<file path="src/rtl/affine_addr_gen.sv">
// N-dimensional affine address generator: walks a loop nest (dim 0 innermost) and emits
// offset + sum(idx[d]*stride[d]) once per accepted beat, with valid/ready and start/done.
module affine_addr_gen #(
  parameter int NUM_DIMS = 3,
  parameter int WIDTH    = 16
) (
  input  logic                      clk,
  input  logic                      rst,
  input  logic                      start,
  input  logic [NUM_DIMS*WIDTH-1:0] cfg_extent,
  input  logic [NUM_DIMS*WIDTH-1:0] cfg_stride,
  input  logic [WIDTH-1:0]          cfg_offset,
  output logic                      addr_valid,
  input  logic                      addr_ready,
  output logic [WIDTH-1:0]          addr_out,
  output logic                      addr_last,
  output logic                      busy,
  output logic                      done
);

  typedef enum logic [1:0] {
    IDLE = 2'd0,
    RUN  = 2'd1,
    DONE = 2'd2
  } state_t;

  state_t state_reg, state_next;

  // Shadow configuration: extents are stored as their maximum index (extent 0 -> 0).
  logic [WIDTH-1:0] max_reg    [NUM_DIMS];
  logic [WIDTH-1:0] stride_reg [NUM_DIMS];
  logic [WIDTH-1:0] idx_reg    [NUM_DIMS];
  // acc_reg[d] tracks idx[d]*stride[d]; when dim d wraps it equals (extent-1)*stride,
  // which is exactly the amount to subtract, so no precompute cycles are needed.
  logic [WIDTH-1:0] acc_reg    [NUM_DIMS];
  logic [WIDTH-1:0] delta      [NUM_DIMS];
  logic [WIDTH-1:0] addr_reg;
  logic [WIDTH-1:0] delta_sum;

  logic [NUM_DIMS-1:0] at_max;
  logic [NUM_DIMS:0]   low_max;   // low_max[d]: every dim below d is at its max
  logic                last_beat;
  logic                load;
  logic                fire;
  logic                advance;

  assign low_max[0] = 1'b1;
  assign last_beat  = low_max[NUM_DIMS];
  assign advance    = fire & ~last_beat;

  generate
    for (genvar gi = 0; gi < NUM_DIMS; gi++) begin : g_dim
      logic [WIDTH-1:0] ext_slice;
      assign ext_slice      = cfg_extent[gi*WIDTH +: WIDTH];
      assign at_max[gi]     = (idx_reg[gi] == max_reg[gi]);
      assign low_max[gi+1]  = low_max[gi] & at_max[gi];

      always_comb begin
        delta[gi] = '0;
        if (low_max[gi]) begin
          if (at_max[gi]) delta[gi] = '0 - acc_reg[gi];
          else            delta[gi] = stride_reg[gi];
        end
      end

      always_ff @(posedge clk or posedge rst) begin
        if (rst) begin
          max_reg[gi]    <= '0;
          stride_reg[gi] <= '0;
          idx_reg[gi]    <= '0;
          acc_reg[gi]    <= '0;
        end else if (load) begin
          max_reg[gi]    <= (ext_slice == '0) ? '0 : ext_slice - 1'b1;
          stride_reg[gi] <= cfg_stride[gi*WIDTH +: WIDTH];
          idx_reg[gi]    <= '0;
          acc_reg[gi]    <= '0;
        end else if (advance && low_max[gi]) begin
          if (at_max[gi]) begin
            idx_reg[gi] <= '0;
            acc_reg[gi] <= '0;
          end else begin
            idx_reg[gi] <= idx_reg[gi] + 1'b1;
            acc_reg[gi] <= acc_reg[gi] + stride_reg[gi];
          end
        end
      end
    end
  endgenerate

  always_comb begin
    delta_sum = '0;
    for (int d = 0; d < NUM_DIMS; d++) delta_sum = delta_sum + delta[d];
  end

  // The running address starts at offset so the first beat is valid on RUN entry.
  always_ff @(posedge clk or posedge rst) begin
    if (rst)          addr_reg <= '0;
    else if (load)    addr_reg <= cfg_offset;
    else if (advance) addr_reg <= addr_reg + delta_sum;
  end

  assign addr_out = addr_reg;

  always_ff @(posedge clk or posedge rst) begin
    if (rst) state_reg <= IDLE;
    else     state_reg <= state_next;
  end

  always_comb begin
    state_next = state_reg;
    load       = 1'b0;
    fire       = 1'b0;
    addr_valid = 1'b0;
    addr_last  = 1'b0;
    busy       = 1'b0;
    done       = 1'b0;
    case (state_reg)
      IDLE: begin
        if (start) begin
          load       = 1'b1;
          state_next = RUN;
        end
      end
      RUN: begin
        addr_valid = 1'b1;
        busy       = 1'b1;
        addr_last  = last_beat;
        fire       = addr_ready;
        if (addr_ready && last_beat) state_next = DONE;
      end
      DONE: begin
        done       = 1'b1;
        state_next = IDLE;
      end
      default: state_next = IDLE;
    endcase
  end

endmodule
</file>
<file path="config.mk">
export PLATFORM = sky130hd
export DESIGN_NAME = affine_addr_gen
export DESIGN_NICKNAME = d
export VERILOG_FILES = /design/src/rtl/affine_addr_gen.sv
export SDC_FILE = /design/constraint.sdc
export NUM_CORES = 1
export LEC_CHECK = 0
export ABC_CLOCK_PERIOD_IN_PS = 8400
export CORE_ASPECT_RATIO = 0.5
export CORE_MARGIN = 4
export CORE_UTILIZATION = 28
export DETAILED_ROUTE_END_ITERATION = 8
export GPL_ROUTABILITY_DRIVEN = 0
export PLACE_DENSITY = 0.42
export SLEW_MARGIN = 20
export SYNTH_ARGS = -nofsm -noshare
export SYNTH_HDL_FRONTEND = slang
export SYNTH_SLANG_ARGS = --single-unit
</file>
<file path="constraint.sdc">
create_clock -name clk -period 8.4 [get_ports clk]
set_input_delay 1.68 -clock clk [delete_from_list [all_inputs] [get_ports clk]]
set_output_delay 1.68 -clock clk [all_outputs]
set_load 0.02 [all_outputs]
</file>
# After elaboration in Yosys (flattened, before gate mapping)
# Cells that the tools add are included.
# totals
ff_bits	210
word_cells	88
input_bits	116
output_inout_bits	20
# op_classes
reduce_logical	11
n_eq_ne	7
addsub	15
bitwise_logic	4
muxes	37
# op_table
operator	n
two-way mux 16 bit	28
adder 16 bit	6
adder 16 x 1 -> 16 bit (second input constant)	3
equality test 16 bit	3
zero test 16 bit	3
subtractor 1 x 16 -> 16 bit (first input constant)	3
subtractor 16 x 1 -> 16 bit (second input constant)	3
two-way mux 1 bit	6
nonzero test 2 bit	3
two-way mux 2 bit	2
!= test 2 bit (second input constant)	2
one-hot mux 2 bit (2 select lines)	1
bitwise AND 1 bit	3
logical AND 1 bit	3
equality test 2 x 1 -> 1 bit (second input constant)	1
equality test 2 bit (second input constant)	1
zero test 2 bit	1
AND reduction 2 bit	1
inverter 1 bit	1

# Longest topological paths before layout
# logic_depth
ltp_word	8
depth_mapped	24
ltp_nobuf	23

# Least setup slack after synthesis
# OpenSTA, ideal clock, no wires.
# synth_path
path_kind	flip-flop to flip-flop
startpoint	register idx_reg[40] (netlist name)
endpoint	register addr_reg[15] (netlist: addr_out[15])
setup_time_ps	138
n_path_buf	3
path_stages_with_launch	22
required_time_ps	8262
path_slack_ps	2995
period_less_slack_ps	5405
arrival_time_ps	5267
cell_sequence	dfrtp_1 xnor2_1 nand4_1 nor4_1 clkbuf_1 buf_1 clkbuf_1 nand2_1 fa_1 fa_1 inv_1 ha_1 nor2b_1 o21ai_0 nand2b_1 a21o_1 a31o_2 a41o_1 o41ai_1 o21ai_0 xnor2_1 a21oi_1
# synth_via
elab_chain_cells	7
word_cells_on_any_way	14
classes_between	add/sub: 3; eq/ne: 1; mux: 5; bitwise: 4; reduce/logical: 1
# synth_rtl
element	line	text
from (decl)	32	logic [WIDTH-1:0] idx_reg [NUM_DIMS];
from (signal, indexed assignment)	82	idx_reg[gi] <= idx_reg[gi] + 1'b1;
equality test 16 bit *	55	assign at_max[gi] = (idx_reg[gi] == max_reg[gi]);
two-way mux 16 bit, or another cell as far along	61	if (at_max[gi]) delta[gi] = '0 - acc_reg[gi];
adder 16 bit or two-way mux 16 bit (tied branches)	92, 60	
adder 16 bit	92	for (int d = 0; d < NUM_DIMS; d++) delta_sum = delta_sum + delta[d];
adder 16 bit	99	else if (advance) addr_reg <= addr_reg + delta_sum;
two-way mux 16 bit	99	
two-way mux 16 bit	98	else if (load) addr_reg <= cfg_offset;
to (signal assigned)	98	
to (signal assigned)	99	
to (decl)	37	logic [WIDTH-1:0] addr_reg;
# Every way passes the cells marked *; elsewhere a longest branch is shown, timed or not. The select of a mux whose other input is x is not followed.
# A chain may end at the register's enable or synchronous reset.

# Worst setup path after layout
# layout_path
startpoint	register idx_reg[18] (netlist name)
endpoint	register addr_reg[15] (netlist: addr_out[15])
# layout_via
elab_chain_cells	8
word_cells_on_any_way	14
classes_between	add/sub: 3; eq/ne: 1; mux: 5; bitwise: 4; reduce/logical: 1
# layout_rtl
element	line	text
equality test 16 bit *	55	
two-way mux 16 bit	61	
two-way mux 16 bit	60	if (low_max[gi]) begin
adder 16 bit (2 in series)	92	
adder 16 bit	99	
two-way mux 16 bit	99	
two-way mux 16 bit	98	
# Marked as above.

==> key figures <==
Outcome
  – Status: complete, no violations

Drt
  – Total wire length after detailed routing: 41900 um
  – M1 WL: 21370 um
  – Vias/cell: 4.674
  – Met3 routed WL: 1471 um
  – Post-route DRC violation count: 0
  – Post-DRT Antenna Nets: 0
  – Met2 WL: 18510 um
  – TritonRoute pass-1 iters: 5
  – Iter 0 DRT Violations: 500
  – Top Layer Used: met4
  – Post-DR wirelength/cell: 16.88 um
  – Total vias in the final route: 11600

Logic synthesis
  – Avg Cell Area, Syn: 8.605 um^2
  – Syn_nets: 1879
  – Syn. warnings: 0
  – Fraction of registers with async set/reset: 100.0%
  – Most frequently used flop master after synthesis: dfrtp_1
  – Count leader, synth: nand2_1
  – Commonest cells post-synth: nand2_1, dfrtp_1, o21ai_0, xnor2_1, nor2_1
  – Share of the synthesized area in the top cell type: 36.77%
  – Seq/Total Area, Yosys: 36.77%
  – Area leader, netlist: dfrtp_1
  – Yosys cell types: 57
  – #FFs+latches synth: 210
  – Largest cells by area after synthesis: dfrtp_1, nand2_1, xnor2_1, ha_1, o21ai_0
  – Count of flip-flops with a built-in enable after synthesis: 0
  – Mapped Cells: 1661
  – Synthesized cell area: 0.01429 mm^2

Pwr
  – Leak: 7.317 nW
  – Power, Total: 5.037 mW
  – Power density over cell area: 292.3 mW/mm^2
  – Worst vdd ir: 0.0001044 V

Setup path
  – FF-to-FF Start: idx_reg[18]$_DFFE_PP0P_
  – Reg2reg path depth: 22
  – Critical Path Source Type: flop
  – CP Capture Type: flop
  – Critical path startpoint: idx_reg[18]$_DFFE_PP0P_
  – Crit path max fanout: 25
  – CP required: 8.82 ns
  – Crit path kind: flop to flop
  – Worst EP arrival: 6.28 ns

Timing
  – Period Utilization, post-route: 69.70%
  – Min Hold Slack: 0.5011 ns
  – Slew @ Worst Pin: 0.9444 ns
  – Setup TNS: 0 ns
  – Final number of hold-violating endpoints: 0
  – Unrepaired setup endpoints after global routing: false
  – Minimum clock period: 5.855 ns
  – Relative slew margins: 36.81%
  – Max Slew Vio Count: 0
  – Final setup skew: 0.01505 ns
  – Endpoints failing setup: 0
  – Achievable frequency: 0.1708 GHz

Global routing
  – Largest net degree at the start of global routing: 98
  – First-pass GRT wire length: 67240 um
  – Tot GR Track Use: 15.27%
  – Gr ovfl total: 0
  – Initial antenna violation count: 0
  – Vias in the first global route: 11830

Clock tree
  – Clock Latency Late Sink: 0.55 ns
  – # hold bufs at CTS: 0
  – CTS tree: done
  – Cts repair resizes: 0
  – Clk sinks: 210
  – Postcts setup bufs: 0
  – TritonCTS Buffers: 24
  – Htree depth: 1
  – Root Driver: clkbuf_16
  – CTS max path bufs: 3
  – Clock transition at the registers of the reported paths: 0.07 ns

Final layout
  – Fillers: 5320
  – Fin nets: 1994
  – Multi-input gate area: 0.008589 mm^2
  – Seq. cell area: 0.005255 mm^2
  – Final Util: 34.21%
  – Area grow syn2layout: 20.56%
  – Final antenna diode count: 0
  – Layout cells sized above 1: 5.859%

Flow run
  – Max-Cap Viols: 0

Floorplanning
  – Die ar.: 0.05494 mm^2
  – Die height: 167.8 um
  – Die width: 327.5 um
  – FP Rows: 58
  – Core area: 0.05036 mm^2
  – IO Count: 136
  – Initial Utilization: 28.38%

Min path
  – Hold crit path type: flop to flop
  – Hold_sp: max_reg[39]$_DFFE_PP0P_
  – Hold depth: 2

Place
  – Post-DP HPWL: 31640 um
  – Port Buf Inserts: 135
==> placed cells by master (no fill, tap or decap), types with 3 or more instances in the layout <==
cell             instances
nand2_1                349
dfrtp_1                210
o21ai_0                149
clkdlybuf4s50_1        135
xnor2_1                126
nor2_1                 117
ha_1                    69
inv_1                   67
xor2_1                  65
a21oi_1                 57
nor3_1                  45
fa_1                    33
or3_1                   27
nand3_1                 27
mux2i_1                 25
clkbuf_16               24
mux2_2                  23
and3_1                  22
nand4_1                 20
o31ai_1                 19
nor2b_1                 16
buf_4                   14
a21o_1                  12
nor4_1                  11
o21a_1                  10
or4_1                   10
or2_2                    9
nand2b_1                 8
a31oi_1                  8
o41ai_1                  6
o21bai_1                 5
a2111oi_0                5
and2_1                   5
clkbuf_8                 5
clkinv_2                 5
a22o_1                   4
o22ai_1                  4
clkinvlp_4               4
a211oi_1                 3
==> critical path: stages, from the launching register on <==
cell and delay [ns]:
dfrtp_1 0.42, xnor2_1 0.19, nand4_1 0.20, nor4_4 0.30, buf_4 0.34, and2_1 0.59, nand2_1 0.18, fa_1 0.52
fa_1 0.54, inv_1 0.04, ha_1 0.20, inv_1 0.07, fa_1 0.20, nor2b_1 0.06, o21ai_0 0.15, nand2b_1 0.11
a21o_1 0.20, a31o_2 0.25, a41o_1 0.25, o41ai_1 0.41, o21ai_0 0.20, xnor2_1 0.18, a21oi_1 0.08
==> stage by stage <==
stage | instance area, um^2 | std cells | setup slack, ns
2_1_floorplan | 14290 | 1661 | 0.9825
3_3_place_gp | 16430 | 2440 | 2.668
3_5_place_dp | 16430 | 2440 | 2.533
4_1_cts | 17230 | 2482 | 2.515
5_1_grt | 17230 | 2482 | 2.132
6_report | 17230 | 2482 | 2.545
==> layout make-up <==
type	instances	share of cell area, %
Clock buffer	30	3.906
Tap cell	690	5.010
Timing Repair Buffer	149	8.452
Sequential cell	210	30.50
Clock inverter	12	0.7624
Inverter	68	1.525
Multi-Input combinational cell	1323	49.85
==> power breakdown <==
| part | switching, mW | internal [mW] |
|---|---|---|
| Clock | 0.462 | 0.630 |
| Sequential | 0.372 | 1.31 |
| Combinational | 1.21 | 1.05 |
==> final timing paths <==
kind	endpoint	slack [ns]
max in group asynchronous	stride_reg[37]$_DFFE_PP0P_	5.44
worst min-delay path	max_reg[39]$_DFFE_PP0P_	0.50
worst max-delay path	addr_out[15]$_DFFE_PP0P_	2.55
worst min register to register	max_reg[39]$_DFFE_PP0P_	0.50
min in group asynchronous	max_reg[47]$_DFFE_PP0P_	1.67
worst max register to register	addr_out[15]$_DFFE_PP0P_	2.55
==> layer usage <==
metal  up-vias  GRT usage, %
li1       5890             -
met1      5547         22.19
met2       130         24.11
met3        34         2.828
met4         0         2.359
met5         -             0
==> cell families (layout without fill, tap and decap cells) <==
kind of cell,count (synthesis),after routing,synth area share [%]
multiplexers,48,48,3.563
adder cells (fa/ha/maj),102,102,10.66
buffers and inverters,128,259,3.405
flip-flops,210,210,36.77
XOR/XNOR,191,191,11.70
AO/OA/AOI/OAI,293,293,11.91
AND/OR/NAND/NOR,689,689,21.98
Note: power is estimated with default switching activity, not from simulation.
